[src/rtl/tlul_pkg.sv]
// Minimal TL-UL type package: the request/response channel structs and opcodes
// used by register-interface hosts and devices in this codebase.
package tlul_pkg;

  localparam int TL_AW  = 32;  // address width
  localparam int TL_DW  = 32;  // data width
  localparam int TL_AIW = 8;   // source id width
  localparam int TL_DIW = 1;   // sink id width
  localparam int TL_DBW = TL_DW / 8;
  localparam int TL_SZW = 2;   // size field width

  typedef enum logic [2:0] {
    PutFullData    = 3'h0,
    PutPartialData = 3'h1,
    Get            = 3'h4
  } tl_a_op_e;

  typedef enum logic [2:0] {
    AccessAck     = 3'h0,
    AccessAckData = 3'h1
  } tl_d_op_e;

  typedef struct packed {
    logic [4:0] rsvd;
    logic [3:0] instr_type;
  } tl_a_user_t;

  // Data accesses are marked as "not an instruction fetch".
  localparam tl_a_user_t TL_A_USER_DEFAULT = '{rsvd: 5'h0, instr_type: 4'b1001};

  typedef struct packed {
    logic [6:0] rsp_intg;
    logic [6:0] data_intg;
  } tl_d_user_t;

  typedef struct packed {
    logic                a_valid;
    tl_a_op_e            a_opcode;
    logic [2:0]          a_param;
    logic [TL_SZW-1:0]   a_size;
    logic [TL_AIW-1:0]   a_source;
    logic [TL_AW-1:0]    a_address;
    logic [TL_DBW-1:0]   a_mask;
    logic [TL_DW-1:0]    a_data;
    tl_a_user_t          a_user;
    logic                d_ready;
  } tl_h2d_t;

  typedef struct packed {
    logic                d_valid;
    tl_d_op_e            d_opcode;
    logic [2:0]          d_param;
    logic [TL_SZW-1:0]   d_size;
    logic [TL_AIW-1:0]   d_source;
    logic [TL_DIW-1:0]   d_sink;
    logic [TL_DW-1:0]    d_data;
    tl_d_user_t          d_user;
    logic                d_error;
    logic                a_ready;
  } tl_d2h_t;

endpackage

[src/rtl/tlul_reg_host_arb.sv]
// tlul_reg_host_arb: round-robin arbiter sharing one TL-UL host port among
// NumReq word-wide register requesters. One transaction outstanding at a time;
// each response is routed back to the requester that issued the request.
// Optional feature: define TLUL_REG_HOST_ARB_TIMEOUT_EN to complete a request
// with an error when the device does not respond within TimeoutCycles cycles
// of entering the data phase.
module tlul_reg_host_arb
  import tlul_pkg::*;
#(
  parameter int NumReq        = 4,
  parameter int RegAw         = 12,
  parameter int TimeoutCycles = 1024
) (
  input  logic                         clk_i,
  input  logic                         rst_i,
  input  logic [NumReq-1:0]            req_i,
  output logic [NumReq-1:0]            gnt_o,
  input  logic [NumReq-1:0]            we_i,
  input  logic [NumReq-1:0][RegAw-1:0] addr_i,
  input  logic [NumReq-1:0][31:0]      wdata_i,
  input  logic [NumReq-1:0][3:0]       be_i,
  output logic [NumReq-1:0]            rsp_valid_o,
  output logic [31:0]                  rsp_rdata_o,
  output logic                         rsp_err_o,
  output tl_h2d_t                      tl_o,
  input  tl_d2h_t                      tl_i,
  output logic                         busy_o
);

  localparam int IdxW = (NumReq > 1) ? $clog2(NumReq) : 1;
  localparam logic [IdxW-1:0] LastInit = IdxW'(NumReq - 1);

  typedef enum logic [1:0] {
    StIdle = 2'd0,
    StAddr = 2'd1,
    StData = 2'd2
  } state_e;

  state_e                  state_reg;
  logic [IdxW-1:0]         idx_reg;
  logic [IdxW-1:0]         last_reg;
  logic                    we_reg;
  logic [RegAw-3:0]        addr_reg;   // word address; byte offset is always 0
  logic [31:0]             wdata_reg;
  logic [3:0]              be_reg;
  logic [NumReq-1:0]       rsp_valid_reg;
  logic [31:0]             rsp_rdata_reg;
  logic                    rsp_err_reg;

  logic                    win_found;
  logic [IdxW-1:0]         win_idx;
  int                      cand;
  logic                    src_mismatch;
  logic                    rsp_err_next;

`ifdef TLUL_REG_HOST_ARB_TIMEOUT_EN
  localparam int TmoW = (TimeoutCycles > 1) ? $clog2(TimeoutCycles) : 1;
  localparam logic [TmoW-1:0] TmoLast = TmoW'(TimeoutCycles - 1);
  logic [TmoW-1:0]         tmo_cnt_reg;
`else
  logic                    unused_tmo_param;
  assign unused_tmo_param = ^TimeoutCycles;
`endif

  // Round-robin pick: first requester set scanning upward from last+1,
  // wrapping at NumReq. Scanning from the farthest offset down lets the
  // nearest candidate overwrite, so no early exit is needed.
  always_comb begin
    win_found = 1'b0;
    win_idx   = '0;
    cand      = 0;
    for (int k = NumReq; k >= 1; k--) begin
      cand = int'(last_reg) + k;
      if (cand >= NumReq) begin
        cand = cand - NumReq;
      end
      if (req_i[cand[IdxW-1:0]]) begin
        win_found = 1'b1;
        win_idx   = cand[IdxW-1:0];
      end
    end
  end

  // Grant pulse is combinational and only issued while idle.
  for (genvar gi = 0; gi < NumReq; gi++) begin : g_gnt
    assign gnt_o[gi] = (state_reg == StIdle) && win_found && (win_idx == IdxW'(gi));
  end

  // The byte-offset bits of each requester address never reach the bus.
  logic [NumReq-1:0][1:0] unused_addr_lsb;
  for (genvar gi = 0; gi < NumReq; gi++) begin : g_addr_lsb
    assign unused_addr_lsb[gi] = addr_i[gi][1:0];
  end

  // A response with a source id other than the one we issued is treated as
  // an error but is still delivered to the current owner.
  assign src_mismatch = (tl_i.d_source != {{(TL_AIW-IdxW){1'b0}}, idx_reg});
  assign rsp_err_next = tl_i.d_error | src_mismatch;

  // Transaction FSM: capture on grant, drive A channel, wait for D channel.
  always_ff @(posedge clk_i) begin
    if (rst_i) begin
      state_reg     <= StIdle;
      idx_reg       <= '0;
      last_reg      <= LastInit;
      we_reg        <= 1'b0;
      addr_reg      <= '0;
      wdata_reg     <= '0;
      be_reg        <= '0;
      rsp_valid_reg <= '0;
      rsp_rdata_reg <= '0;
      rsp_err_reg   <= 1'b0;
`ifdef TLUL_REG_HOST_ARB_TIMEOUT_EN
      tmo_cnt_reg   <= '0;
`endif
    end else begin
      rsp_valid_reg <= '0;
      unique case (state_reg)
        StIdle: begin
          if (win_found) begin
            idx_reg   <= win_idx;
            last_reg  <= win_idx;
            we_reg    <= we_i[win_idx];
            addr_reg  <= addr_i[win_idx][RegAw-1:2];
            wdata_reg <= wdata_i[win_idx];
            be_reg    <= be_i[win_idx];
            state_reg <= StAddr;
          end
        end
        StAddr: begin
          if (tl_i.a_ready) begin
            state_reg   <= StData;
`ifdef TLUL_REG_HOST_ARB_TIMEOUT_EN
            tmo_cnt_reg <= '0;
`endif
          end
        end
        StData: begin
          if (tl_i.d_valid) begin
            rsp_valid_reg[idx_reg] <= 1'b1;
            rsp_err_reg            <= rsp_err_next;
            rsp_rdata_reg          <= rsp_err_next ? 32'hFFFF_FFFF : tl_i.d_data;
            state_reg              <= StIdle;
          end
`ifdef TLUL_REG_HOST_ARB_TIMEOUT_EN
          else if (tmo_cnt_reg == TmoLast) begin
            // Give up: report an error; the late response becomes a stray.
            rsp_valid_reg[idx_reg] <= 1'b1;
            rsp_err_reg            <= 1'b1;
            rsp_rdata_reg          <= 32'hFFFF_FFFF;
            state_reg              <= StIdle;
          end else begin
            tmo_cnt_reg <= tmo_cnt_reg + TmoW'(1);
          end
`endif
        end
        default: begin
          state_reg <= StIdle;
        end
      endcase
    end
  end

  // A channel driven purely from captured state; D channel always accepted.
  always_comb begin
    tl_o           = '0;
    tl_o.a_valid   = (state_reg == StAddr);
    if (!we_reg) begin
      tl_o.a_opcode = Get;
    end else if (be_reg == 4'hF) begin
      tl_o.a_opcode = PutFullData;
    end else begin
      tl_o.a_opcode = PutPartialData;
    end
    tl_o.a_param   = 3'h0;
    tl_o.a_size    = TL_SZW'(2);
    tl_o.a_source  = {{(TL_AIW-IdxW){1'b0}}, idx_reg};
    tl_o.a_address = {{(TL_AW-RegAw){1'b0}}, addr_reg, 2'b00};
    tl_o.a_mask    = we_reg ? be_reg : 4'hF;
    tl_o.a_data    = wdata_reg;
    tl_o.a_user    = TL_A_USER_DEFAULT;
    tl_o.d_ready   = 1'b1;
  end

  // D-channel fields this host has no use for.
  logic unused_tl;
  assign unused_tl = ^{tl_i.d_opcode, tl_i.d_param, tl_i.d_size,
                       tl_i.d_sink, tl_i.d_user, unused_addr_lsb};

  assign rsp_valid_o = rsp_valid_reg;
  assign rsp_rdata_o = rsp_rdata_reg;
  assign rsp_err_o   = rsp_err_reg;
  assign busy_o      = (state_reg != StIdle);

endmodule

[config.mk]
export PLATFORM = sky130hd
export DESIGN_NAME = tlul_reg_host_arb
export DESIGN_NICKNAME = d
export VERILOG_FILES = /design/src/rtl/tlul_pkg.sv /design/src/rtl/tlul_reg_host_arb.sv
export SDC_FILE = /design/constraint.sdc
export NUM_CORES = 1
export LEC_CHECK = 0
export ABC_AREA = 0
export BUFFER_PORTS_ARGS = -buffer_cell sky130_fd_sc_hd__buf_2
export CELL_PAD_IN_SITES_DETAIL_PLACEMENT = 1
export CELL_PAD_IN_SITES_GLOBAL_PLACEMENT = 1
export CORE_AREA = 2 2 157 159
export DETAILED_ROUTE_END_ITERATION = 7
export DIE_AREA = 0 0 159 161
export PLACE_DENSITY = 0.71
export SLEW_MARGIN = 20
export SYNTH_ARGS = -nofsm -noshare
export SYNTH_HDL_FRONTEND = slang
export SYNTH_SLANG_ARGS = --single-unit
[constraint.sdc]
create_clock -name clk_i -period 3.36 [get_ports clk_i]
set_input_delay 0.672 -clock clk_i [delete_from_list [all_inputs] [get_ports clk_i]]
set_output_delay 0.672 -clock clk_i [all_outputs]
set_load 0.005 [all_outputs]
Word level (Yosys, flattened, before mapping)
Index checks and enable logic that the tools add are counted.
- add/sub/neg operators: 8
- magnitude comparators: 11
- equality and inequality tests: 10
- mux-type cells: 38
- bitwise logic cells: 3
- reductions and logical operators: 13
- operator list (kind ; count):
    $bmux W32 S2 ; 1
    $mux W32 ; 2
    $bmux W12 S2 ; 1
    $mux W2 ; 11
    $lt A2 B3 Y1 const B ; 6
    $mux W12 ; 1
    $mux W1 ; 11
    $bmux W1 S2 ; 5
    $ge A3 B3 Y1 const B ; 3
    $bmux W4 S2 ; 1
    $mux W4 ; 2
    $ne A8 B2 Y1 ; 1
    $sub A2 B1 Y2 const B ; 4
    $add A2 B2 Y3 const B ; 2
    $eq A2 B2 Y1 const B ; 3
    $logic_and A1 B1 Y1 ; 6
    $pmux W2 S3 ; 1
    $add A2 B3 Y4 const B ; 1
    $eq A2 B1 Y1 const B ; 2
    $eq A4 B4 Y1 const B ; 1
    $ge A4 B3 Y1 const B ; 1
    $logic_not A2 Y1 ; 2
    $ne A2 B2 Y1 const B ; 2
    $reduce_and A2 Y1 ; 2
    other kinds (10) ; 11
- flip-flop bits (word level): 90
- input port bits: 268
- output and inout bits: 137
- logic and storage cells: 93

Depth between registers and ports, before layout
Gate-level depths: netlist (run 1).
- depth in word-level cells: 11
- mapped depth: 8
- mapped depth without buffers: 5

Least setup slack after synthesis (run 1)
No wires, ideal clock.
- kind: input to output
- from: input req_i[3]
- to: output gnt_o[0]
- arrival time: 1717 ps
- required time: 2688 ps
- slack: 971 ps
- stages: 6
- buffers on the path: 2
- cell sequence: nor2b_1 o21ai_1 buf_2 buf_2 nand3_1 nor3_1
- cells in the longest elaborated chain, start to end: 8
- elaborated cells between the ends (all ways): 19
- those cells by class: 16 x mux; 3 x reduce/logical
- ends and longest elaborated chain (element ; line ; RTL):
    start, declared ; tlul_reg_host_arb.sv:16 ; input logic [NumReq-1:0] req_i,
    $bmux W1 S2 ; tlul_reg_host_arb.sv:77 ; if (req_i[cand[IdxW-1:0]]) begin
    $mux W1 (implied by the code) ; tlul_reg_host_arb.sv:77 ;
    $mux W2 / $mux W1 (equally long branches) (4 in a row) ; tlul_reg_host_arb.sv:77 ;
    $logic_not A2 Y1 / $logic_and A1 B1 Y1 (equally long branches) ; tlul_reg_host_arb.sv:86 ; assign gnt_o[gi] = (state_reg == StIdle) && win_found && (win_idx == IdxW'(gi));
    $logic_and A1 B1 Y1 (*) ; tlul_reg_host_arb.sv:86 ;
    end, declared ; tlul_reg_host_arb.sv:17 ; output logic [NumReq-1:0] gnt_o,
Every way passes the cells marked *; elsewhere a longest branch is shown, timed or not. The select of a mux whose other input is x is not followed.

Worst setup path in the final report (run 1)
- from: input req_i[3]
- to: output gnt_o[1]
- cells in the longest elaborated chain, start to end: 8
- elaborated cells between the ends (all ways): 19
- those cells by class: 1 x eq/ne; 16 x mux; 2 x reduce/logical
- ends and longest elaborated chain (element ; line):
    $bmux W1 S2 ; tlul_reg_host_arb.sv:77
    $mux W1 (implied by the code) ; tlul_reg_host_arb.sv:77
    $mux W2 / $mux W1 (equally long branches) (4 in a row) ; tlul_reg_host_arb.sv:77
    $eq A2 B1 Y1 / $logic_and A1 B1 Y1 (equally long branches) ; tlul_reg_host_arb.sv:86
    $logic_and A1 B1 Y1 (*) ; tlul_reg_host_arb.sv:86
Marked as above.

==> metrics.txt, run 1 <==
status complete, no violations; fraction of the cycle the final worst path needs 73.79%; Core Region 23,960 um^2; Clock Sink Count 90; routed vias 5,941; largest net degree at the start of global routing 48; most used cell, CP buf_2; Post-Synthesis Cells 643; Std-Cell Rows 57; Initial DRT Pass Iterations 5; post-place instance area 7254 um^2; final RePlAce weighted congestion 0.7542; average wire length per cell after detail routing 17.50 um; most common library cells after synthesis dfxtp_1 (90), nor2_1 (77), nand2_1 (51); vias per std cell 4.715; number of global-route vias before repair 6,384; first-pass GRT wire length 34.63 mm; CP max-delay cell nor2b_1; clock tree skew after final layout 0.01360 ns; height of the chip 161 um; Req. time, crit path 2.69 ns; root buffer selected by CTS clkbuf_16; count of cell types in the netlist 42; share of flip-flops with an asynchronous set or reset after synthesis 0%; worst IR drop on VDD 185.1 uV; Pwr Density 440.1 nW/um^2; residual antenna-violating net count after detailed routing 0; layout overhead on the synthesized area 35.61%; initial cell density of the core 23.27%; leading cell type by number of instances after synthesis dfxtp_1; Slew headroom 47.15%; clock transition at the register clock pins on the worst setup and hold paths after CTS 0.08 ns; area of the mapped netlist 5575 um^2; Crit path arrival time 1.81 ns; aggregate global-route resource usage 16.83%; total of warnings raised by yosys 0; maximum clock insertion buffer count 2; CTS tree done; nature of the critical path endpoint output pin; area occupied by registers 1802 um^2; number of buffers created by CTS 9; nets 1,199; Multi-input gate area 3283 um^2; transition time at the pin with the least slew margin 0.7928 ns; achievable frequency 403.3 MHz; share of the synthesized area in the top cell type 32.32%; maximum level of the CTS H-tree 3; antenna fix cells 0; number of buffers inserted for hold repair after clock tree synthesis 0; worst min-delay path class flip-flop to flip-flop; flip-flop and latch count after synthesis 90; utilization of the core after routing 31.55%; final routed wirelength across all metal layers 22.05 mm; max-slew violation count 0; maximum fanout along the worst path 5; most area-consuming cells after synthesis dfxtp_1 (32%), a21bo_1 (8.4%), mux2i_1 (8.4%); Post-CTS Setup Repair Bufs 0; number of enable-type register cells in the synthesized netlist 0; leftover overflow at the end of global routing 0; sum of negative setup slack 0 ns; Hold Violations, Final 0; initial antenna violation count 2; final non-filler cell area 7561 um^2; filler instances 2,981; R2R Setup Slk 1.19 ns; remaining routing DRC violations 0; endpoints failing setup 0; share of final-layout standard cells stronger than drive strength 1 42.84%; prevailing post-synth register cell dfxtp_1; buffer and inverter count on the worst path 2; number of violations of the max-capacitance limit 0; overall die area 25,600 um^2; DRT iter0 DRCs 172; count of input and output buffers 329; Critical Path, Cell by Cell buf_2 -> nor2b_1 -> o21a_2 -> nor3_4 -> nor3_1 -> buf_2; leakage power of the design 3.747 nW; Gates resized, CTS repair 0; final hold slack 0.4623 ns; WS Path Type input port to output pin; detailed-placement wirelength estimate 15.69 mm; setup repair after global routing missed its margin false; CP delay by family, top simple AND/OR/NAND/NOR gates; delay of the slowest cell on the worst path 0.34 ns; proportion of synthesized chip area in sequential cells 32.32%; Tmin final 2.479 ns; cell taking the most area after synthesis dfxtp_1; I/O pin total 405; clock insertion delay at the later pin of the skew report 0.36 ns; critical path launch point type input port; post-synthesis average cell area 8.671 um^2; Horiz. Die Dim 159 um
cell families (layout without fill, tap and decap cells):
logic type | count (synthesis) | in the layout | synth area share [%]
simple gates | 236 | 236 | 20.35
compound gates | 157 | 157 | 25.85
buf+inv | 109 | 360 | 12.59
flops | 90 | 90 | 32.32
mux | 47 | 47 | 8.438
other cells | 2 | 44 | 0.1347
xor+xnor | 2 | 2 | 0.3142
through the flow:
step / total power, mW / setup WS (ns) / instances
after floorplan: 1.905 / 0.9710 / 685
after global placement: 2.263 / 0.7910 / 1244
after detailed placement: 2.290 / 0.7676 / 1244
after CTS: 3.395 / 0.8687 / 1260
after global routing: 3.525 / 0.7452 / 1260
final: 3.328 / 0.8806 / 1260
cell usage in the layout (no fill, tap or decap), drive strengths merged:
master | netlist | routed
o22a | 1 | 1
nor3b | 1 | 1
nor2 | 77 | 77
or2 | 3 | 3
o211ai | 47 | 47
buf | 78 | 342
xnor2 | 2 | 2
and3b | 1 | 1
inv | 2 | 7
dfxtp | 90 | 90
and3 | 1 | 1
nor2b | 4 | 4
nor3 | 38 | 38
a21oi | 5 | 5
o21a | 1 | 1
o31ai | 47 | 47
a41oi | 1 | 1
nor4 | 1 | 1
a21bo | 47 | 47
a22oi | 1 | 1
a211oi | 1 | 1
a21o | 2 | 2
nand4 | 48 | 48
mux2i | 47 | 47
clkinv | 0 | 2
o21ai | 3 | 3
clkbuf | 29 | 9
o21bai | 1 | 1
nand3 | 2 | 2
and2 | 1 | 1
nand2b | 7 | 7
conb | 2 | 44
or4 | 1 | 1
nand2 | 51 | 51
layer usage:
layer / track usage (%) / wire, um / vias up
met2: 31.96 / 11300 / 262
li1: - / - / 2818
met4: 5.124 / 412 / 2
met3: 4.597 / 1627 / 31
met5: 0 / 13 / -
met1: 18.13 / 8693 / 2828
layout make-up:
type                    count  area share (%)
clock buffers               9           2.979
clock inverters             7           1.076
inverters                   2         0.09929
multi-input cells         486           43.42
flip-flops and latches     90           23.83
well taps                 324           5.362
repair buffers            342           23.23
worst register-to-register path, delay by kind of cell, from the launching register on:
family,cells,cell delay (ns)
AO/OA/AOI/OAI,2,0.35
buffers and inverters,1,0.59
flip-flops,1,0.55
AND/OR/NAND/NOR,3,0.53
final timing paths:
| path | to | start | depth (start not counted) |
|---|---|---|---|
| worst max register to register | be_reg[0]$_SDFFE_PP0P_ | last_reg[1]$_SDFFE_PP1P_ | 6 |
| worst max-delay path | gnt_o[1] | req_i[3] | 6 |
| worst min register to register | wdata_reg[26]$_SDFFE_PP0P_ | wdata_reg[26]$_SDFFE_PP0P_ | 2 |
| worst min-delay path | wdata_reg[26]$_SDFFE_PP0P_ | wdata_reg[26]$_SDFFE_PP0P_ | 2 |
report_power, final:
part	switching [mW]	internal (mW)
Clock	0.543	0.535
Sequential	0.0758	1.19
Combinational	0.531	0.458
(Power assumes the default switching activity.)
==> run 2, diff against run 1 <==
- CORE_AREA: 2 2 157 159 -> 2 2 158 160
- DIE_AREA: 0 0 159 161 -> 0 0 160 162
- PLACE_DENSITY: 0.71 -> 0.7
- clock period: 3.36 -> 2.3 ns (I/O delays scaled with it)
==> run 2 against run 1 <==
Cell area up 2.7%. Hold slack got worse by 0.097 ns. Sequential power rose by 45%. Die area grew 1.3%. Sequential cell count stayed put. Register-to-register slack worse by 0.80 ns. Via count fell by 0.47%. Utilization grew 0.65 points. Final cell count is 0.87% higher. Sequential share of layout area down 0.61 points. Non-clock buffer count grew 9. Combinational power is 58% higher. Highest routed layer is now met4.
==> metrics.txt, run 2 (synthesized netlist as in run 1, its figures left out) <==
Crit path arrival time 1.73 ns; Std-Cell Rows 57; worst min-delay path class input port to flip-flop; aggregate global-route resource usage 16.69%; initial antenna violation count 2; Overall Power 4.951 mW; R2R Setup Slk 0.39 ns; CTS tree done; Req. time, crit path 1.84 ns; Pwr Density 637.7 nW/um^2; Critical Path, Cell by Cell nor2b_2 -> o21a_2 -> nor3_4 -> buf_12 -> nor3_1 -> buf_2; clock tree skew after final layout 0.01068 ns; final routed wirelength across all metal layers 22.34 mm; largest net degree at the start of global routing 48; Hold Violations, Final 0; first-pass GRT wire length 34.24 mm; endpoints failing setup 0; status complete, no violations; most frequent cells in the layout buf_2 (329), dfxtp_1 (89), nor2_1 (76); transition time at the pin with the least slew margin 0.6435 ns; DRT iter0 DRCs 162; maximum fanout along the worst path 12; achievable frequency 456.0 MHz; sum of negative setup slack 0 ns; worst r2r src state_reg[1]$_SDFFE_PP0P_; buffer and inverter count on the worst path 2; critical path depth in cells 6; routed vias 5,913; root buffer selected by CTS clkbuf_16; layout overhead on the synthesized area 39.25%; leakage power of the design 3.835 nW; Core Region 24,110 um^2; most common cell after layout, fill and taps aside buf_2; number of buffers created by CTS 9; leftover overflow at the end of global routing 0; remaining routing DRC violations 0; final RePlAce weighted congestion 0.7316; maximum level of the CTS H-tree 3; clock transition at the register clock pins on the worst setup and hold paths after CTS 0.08 ns; WS Path Type flip-flop to output pin; number of violations of the max-capacitance limit 0; I/O pin total 405; clock insertion delay at the later pin of the skew report 0.35 ns; average wire length per cell after detail routing 17.58 um; number of cells traversed by the worst register-to-register path 6; fraction of the cycle the final worst path needs 95.35%; count of input and output buffers 329; initial cell density of the core 23.13%; worst flop-to-flop path endpoint be_reg[3]$_SDFFE_PP0P_; critical path launch point type flip-flop; Initial DRT Pass Iterations 6; nature of the critical path endpoint output pin; worst setup path endpoint gnt_o[1]; setup repair after global routing missed its margin false; maximum clock insertion buffer count 2; height of the chip 162 um; Slew headroom 57.10%; worst IR drop on VDD 259.6 uV; number of buffers inserted for hold repair after clock tree synthesis 0; vias per std cell 4.652; start point of the critical path last_reg[0]$_SDFFE_PP1P_; CP delay by family, top simple AND/OR/NAND/NOR gates; filler instances 2,969; CP max-delay cell dfxtp_1; Clock Sink Count 90; delay of the slowest cell on the worst path 0.37 ns; number of global-route vias before repair 6,238; Post-CTS Setup Repair Bufs 0; Tmin final 2.193 ns; Horiz. Die Dim 160 um; detailed-placement wirelength estimate 16.14 mm; nets 1,208; overall die area 25,920 um^2; max-slew violation count 0; residual antenna-violating net count after detailed routing 0; share of final-layout standard cells stronger than drive strength 1 43.81%
==> run 2: changes by cell type in the layout (fill, tap and decap cells not counted), sizes merged <==
cell    previous run  this run
buf              342       351
diode              0         2
clkinv             2         3
inv                7         6
==> run 2: stage by stage <==
| step | std cells | cell area (um^2) | worst slack (ns) | utilization, % | hold WS [ns] |
|---|---|---|---|---|---|
| floorplan | 685 | 5733 | 0.3350 | - | 0.4553 |
| global placement | 1253 | 7435 | 0.07530 | 30.84 | 0.4396 |
| detailed placement | 1253 | 7435 | 0.04307 | 30.84 | 0.4464 |
| CTS | 1269 | 7745 | 0.04500 | 32.13 | 0.3466 |
| global route | 1271 | 7764 | 0.009696 | 32.21 | 0.3548 |
| finish | 1271 | 7764 | 0.1068 | 32.21 | 0.3649 |
==> run 2: timing repair <==
action / in CTS / in global routing
endpoints found under the setup margin: 2 / 2
resized for setup: 2 / 3
pin swaps: 0 / 0
==> run 2: per-layer routing <==
layer  global-route usage (%)  share of wire, %  routed length, um
met1                    18.81                41               9050
met2                    30.58                50              11200
met3                    5.107               7.7               1726
met4                    4.382               1.6                359
met5                        0                 0                  0
==> run 2: power by group <==
group | total, mW | internal (mW) | switching [mW]
Sequential | 1.83 | 1.73 | 0.101
Combinational | 1.56 | 0.737 | 0.821
Clock | 1.56 | 0.779 | 0.779
==> run 2: worst min-delay path, cell delays in order <==
cell and delay, ns:
buf_2 0.08, nor2_1 0.03, nor3_1 0.10
==> run 2: worst min-delay path by stage <==
| stage | startpoint | end | slack (ns) | cells past startpoint |
|---|---|---|---|---|
| detailed placement | addr_reg[4]$_SDFFE_PP0P_ | addr_reg[4]$_SDFFE_PP0P_ | 0.45 | 2 |
| CTS | tl_i[36] | rsp_rdata_o[20]$_SDFFE_PP0P_ | 0.35 | 3 |
| floorplan | be_reg[3]$_SDFFE_PP0P_ | be_reg[3]$_SDFFE_PP0P_ | 0.46 | 2 |
| global route | tl_i[25] | rsp_rdata_o[9]$_SDFFE_PP0P_ | 0.35 | 3 |
| global placement | addr_reg[3]$_SDFFE_PP0P_ | addr_reg[3]$_SDFFE_PP0P_ | 0.44 | 2 |
| finish | tl_i[29] | rsp_rdata_o[13]$_SDFFE_PP0P_ | 0.36 | 3 |
==> run 2: final cells by class <==
| class | instances | area [um^2] | area share [%] |
|---|---|---|---|
| Multi-Input combinational cell | 486 | 3299 | 42.50 |
| Tap cell | 324 | 405.4 | 5.222 |
| Inverter | 2 | 7.507 | 0.09670 |
| Antenna cell | 2 | 5.005 | 0.06446 |
| Clock buffer | 9 | 225.2 | 2.901 |
| Sequential cell | 90 | 1803 | 23.22 |
| Clock inverter | 7 | 81.33 | 1.048 |
| Timing Repair Buffer | 351 | 1937 | 24.95 |
==> run 3, diff against run 2 <==
- CELL_PAD_IN_SITES_DETAIL_PLACEMENT: 1 -> 0
==> run 3 against run 2 <==
Via count down 2.1%. Critical path depth up 1. Register-to-register slack about the same. Non-clock buffer count unchanged. Clock-buffer cell count unchanged. Sequential cell count unchanged. Sequential power about the same. Die area unchanged. First-iteration DRC count up 59%. Global-route usage down 1.1 points. Combinational power about the same.
==> metrics.txt, run 3 (synthesized netlist as in run 1, its figures left out) <==
Hold Violations, Final 0; first-pass GRT wire length 32.04 mm; CTS tree done; start point of the critical path req_i[3]; worst IR drop on VDD 274.6 uV; number of cells traversed by the worst register-to-register path 6; nature of the critical path endpoint output pin; cell depth of the worst hold path 3; Initial DRT Pass Iterations 6; Pwr Density 636.4 nW/um^2; routed vias 5,791; leakage power of the design 3.835 nW; worst flop-to-flop path endpoint be_reg[3]$_SDFFE_PP0P_; R2R Setup Slk 0.40 ns; post-place instance area 7435 um^2; status complete, no violations; number of violations of the max-capacitance limit 0; achievable frequency 460.7 MHz; Clock Sink Count 90; I/O pin total 405; endpoints failing setup 0; final hold slack 0.3622 ns; overall die area 25,920 um^2; hold_sp tl_i[25]; Seq pwr share 37.1%; Post-CTS Setup Repair Bufs 0; part of the power in combinational logic 31.2%; residual antenna-violating net count after detailed routing 0; Slew headroom 56.87%; Horiz. Die Dim 160 um; max-slew violation count 0; Tmin final 2.171 ns; utilization of the core after routing 32.20%; most common cell after layout, fill and taps aside buf_2; transition time at the pin with the least slew margin 0.6470 ns; internal power of the cells 3.249 mW; height of the chip 162 um; nets 1,208; fraction of the cycle the final worst path needs 94.37%; minimum setup slack after placement 0.03388 ns; root buffer selected by CTS clkbuf_16; layout overhead on the synthesized area 39.23%; number of global-route vias before repair 5,726; fraction of power spent switching nets 34.22%; WS Path Type input port to output pin; remaining routing DRC violations 0; DRT iter0 DRCs 257; clock transition at the register clock pins on the worst setup and hold paths after CTS 0.08 ns; count of input and output buffers 329; initial cell density of the core 23.13%; critical path launch point type input port; aggregate global-route resource usage 15.61%; Req. time, crit path 1.84 ns; maximum level of the CTS H-tree 3; worst r2r src state_reg[1]$_SDFFE_PP0P_; vias per std cell 4.556; maximum fanout along the worst path 12; Core Region 24,110 um^2; sum of negative setup slack 0 ns; largest net degree at the start of global routing 48; share of final-layout standard cells stronger than drive strength 1 43.70%; WHS Endpoint rsp_rdata_o[9]$_SDFFE_PP0P_; initial antenna violation count 2; leftover overflow at the end of global routing 0; clock tree skew after final layout 0.01338 ns; Std-Cell Rows 57; most frequent cells in the layout buf_2 (329), dfxtp_1 (89), nor2_1 (76); number of buffers inserted for hold repair after clock tree synthesis 0; number of buffers created by CTS 9; Crit path arrival time 1.71 ns; final non-filler cell area 7762 um^2; relative contribution of the clock network to total power 31.7%; worst setup margin 0.1295 ns; setup repair after global routing missed its margin false; detailed-placement wirelength estimate 14.89 mm; final RePlAce weighted congestion 0.7316; worst min-delay path class input port to flip-flop; switching power summed over all nets 1.691 mW; average wire length per cell after detail routing 16.70 um; final routed wirelength across all metal layers 21.22 mm; clock insertion delay at the later pin of the skew report 0.36 ns; maximum clock insertion buffer count 2
run 3: area by class of cell:
cell class | count | area [um^2]
Tap cell | 324 | 405.4
Sequential cell | 90 | 1803
Fill cell | 2628 | 16340
Clock inverter | 7 | 81.33
Multi-Input combinational cell | 486 | 3298
Antenna cell | 2 | 5.005
Timing Repair Buffer | 351 | 1937
Inverter | 2 | 7.507
Clock buffer | 9 | 225.2
run 3: how the worst max path moves through the flow:
stage / end / slack (ns) / cells after the start
after floorplan: gnt_o[0] / 0.34 / 6
after global placement: wdata_reg[22]$_SDFFE_PP0P_ / 0.08 / 8
after detailed placement: wdata_reg[22]$_SDFFE_PP0P_ / 0.03 / 8
after CTS: gnt_o[1] / 0.01 / 6
after global routing: gnt_o[0] / 0.02 / 5
final: gnt_o[1] / 0.13 / 7
run 3: power by group through the flow:
stage	Combinational, mW	Sequential [mW]	Clock (mW)
after floorplan	0.909	1.87	0
after global placement	1.54	1.86	0
after detailed placement	1.56	1.87	0
after CTS	1.56	1.83	1.64
after global routing	1.68	1.86	1.71
final	1.54	1.83	1.57
run 3: critical path, stage by stage:
cell     delay (ns)
buf_2          0.14
nor2b_2        0.19
o21a_2         0.26
nor3_4         0.25
buf_12         0.20
nor3_1         0.07
buf_2          0.14
run 3: routing by layer:
metal / up-vias / wire, um / share of wire, % / global-route usage (%)
li1: 2837 / - / - / -
met1: 2673 / 8906 / 42 / 18.21
met2: 262 / 10530 / 50 / 28.34
met3: 19 / 1557 / 7.3 / 4.213
met4: 0 / 227 / 1.1 / 3.931
met5: - / 0 / 0 / 0
run 3: through the flow:
step	instances	power, mW
6_report	1271	4.940
5_1_grt	1271	5.241
4_1_cts	1269	5.036
3_5_place_dp	1253	3.423
3_3_place_gp	1253	3.407
2_1_floorplan	685	2.783
run 3: timing repair:
action                     4_1_cts  5_1_grt
gates cloned                     0        0
setup endpoints to repair        1        3
resized for setup                1        3
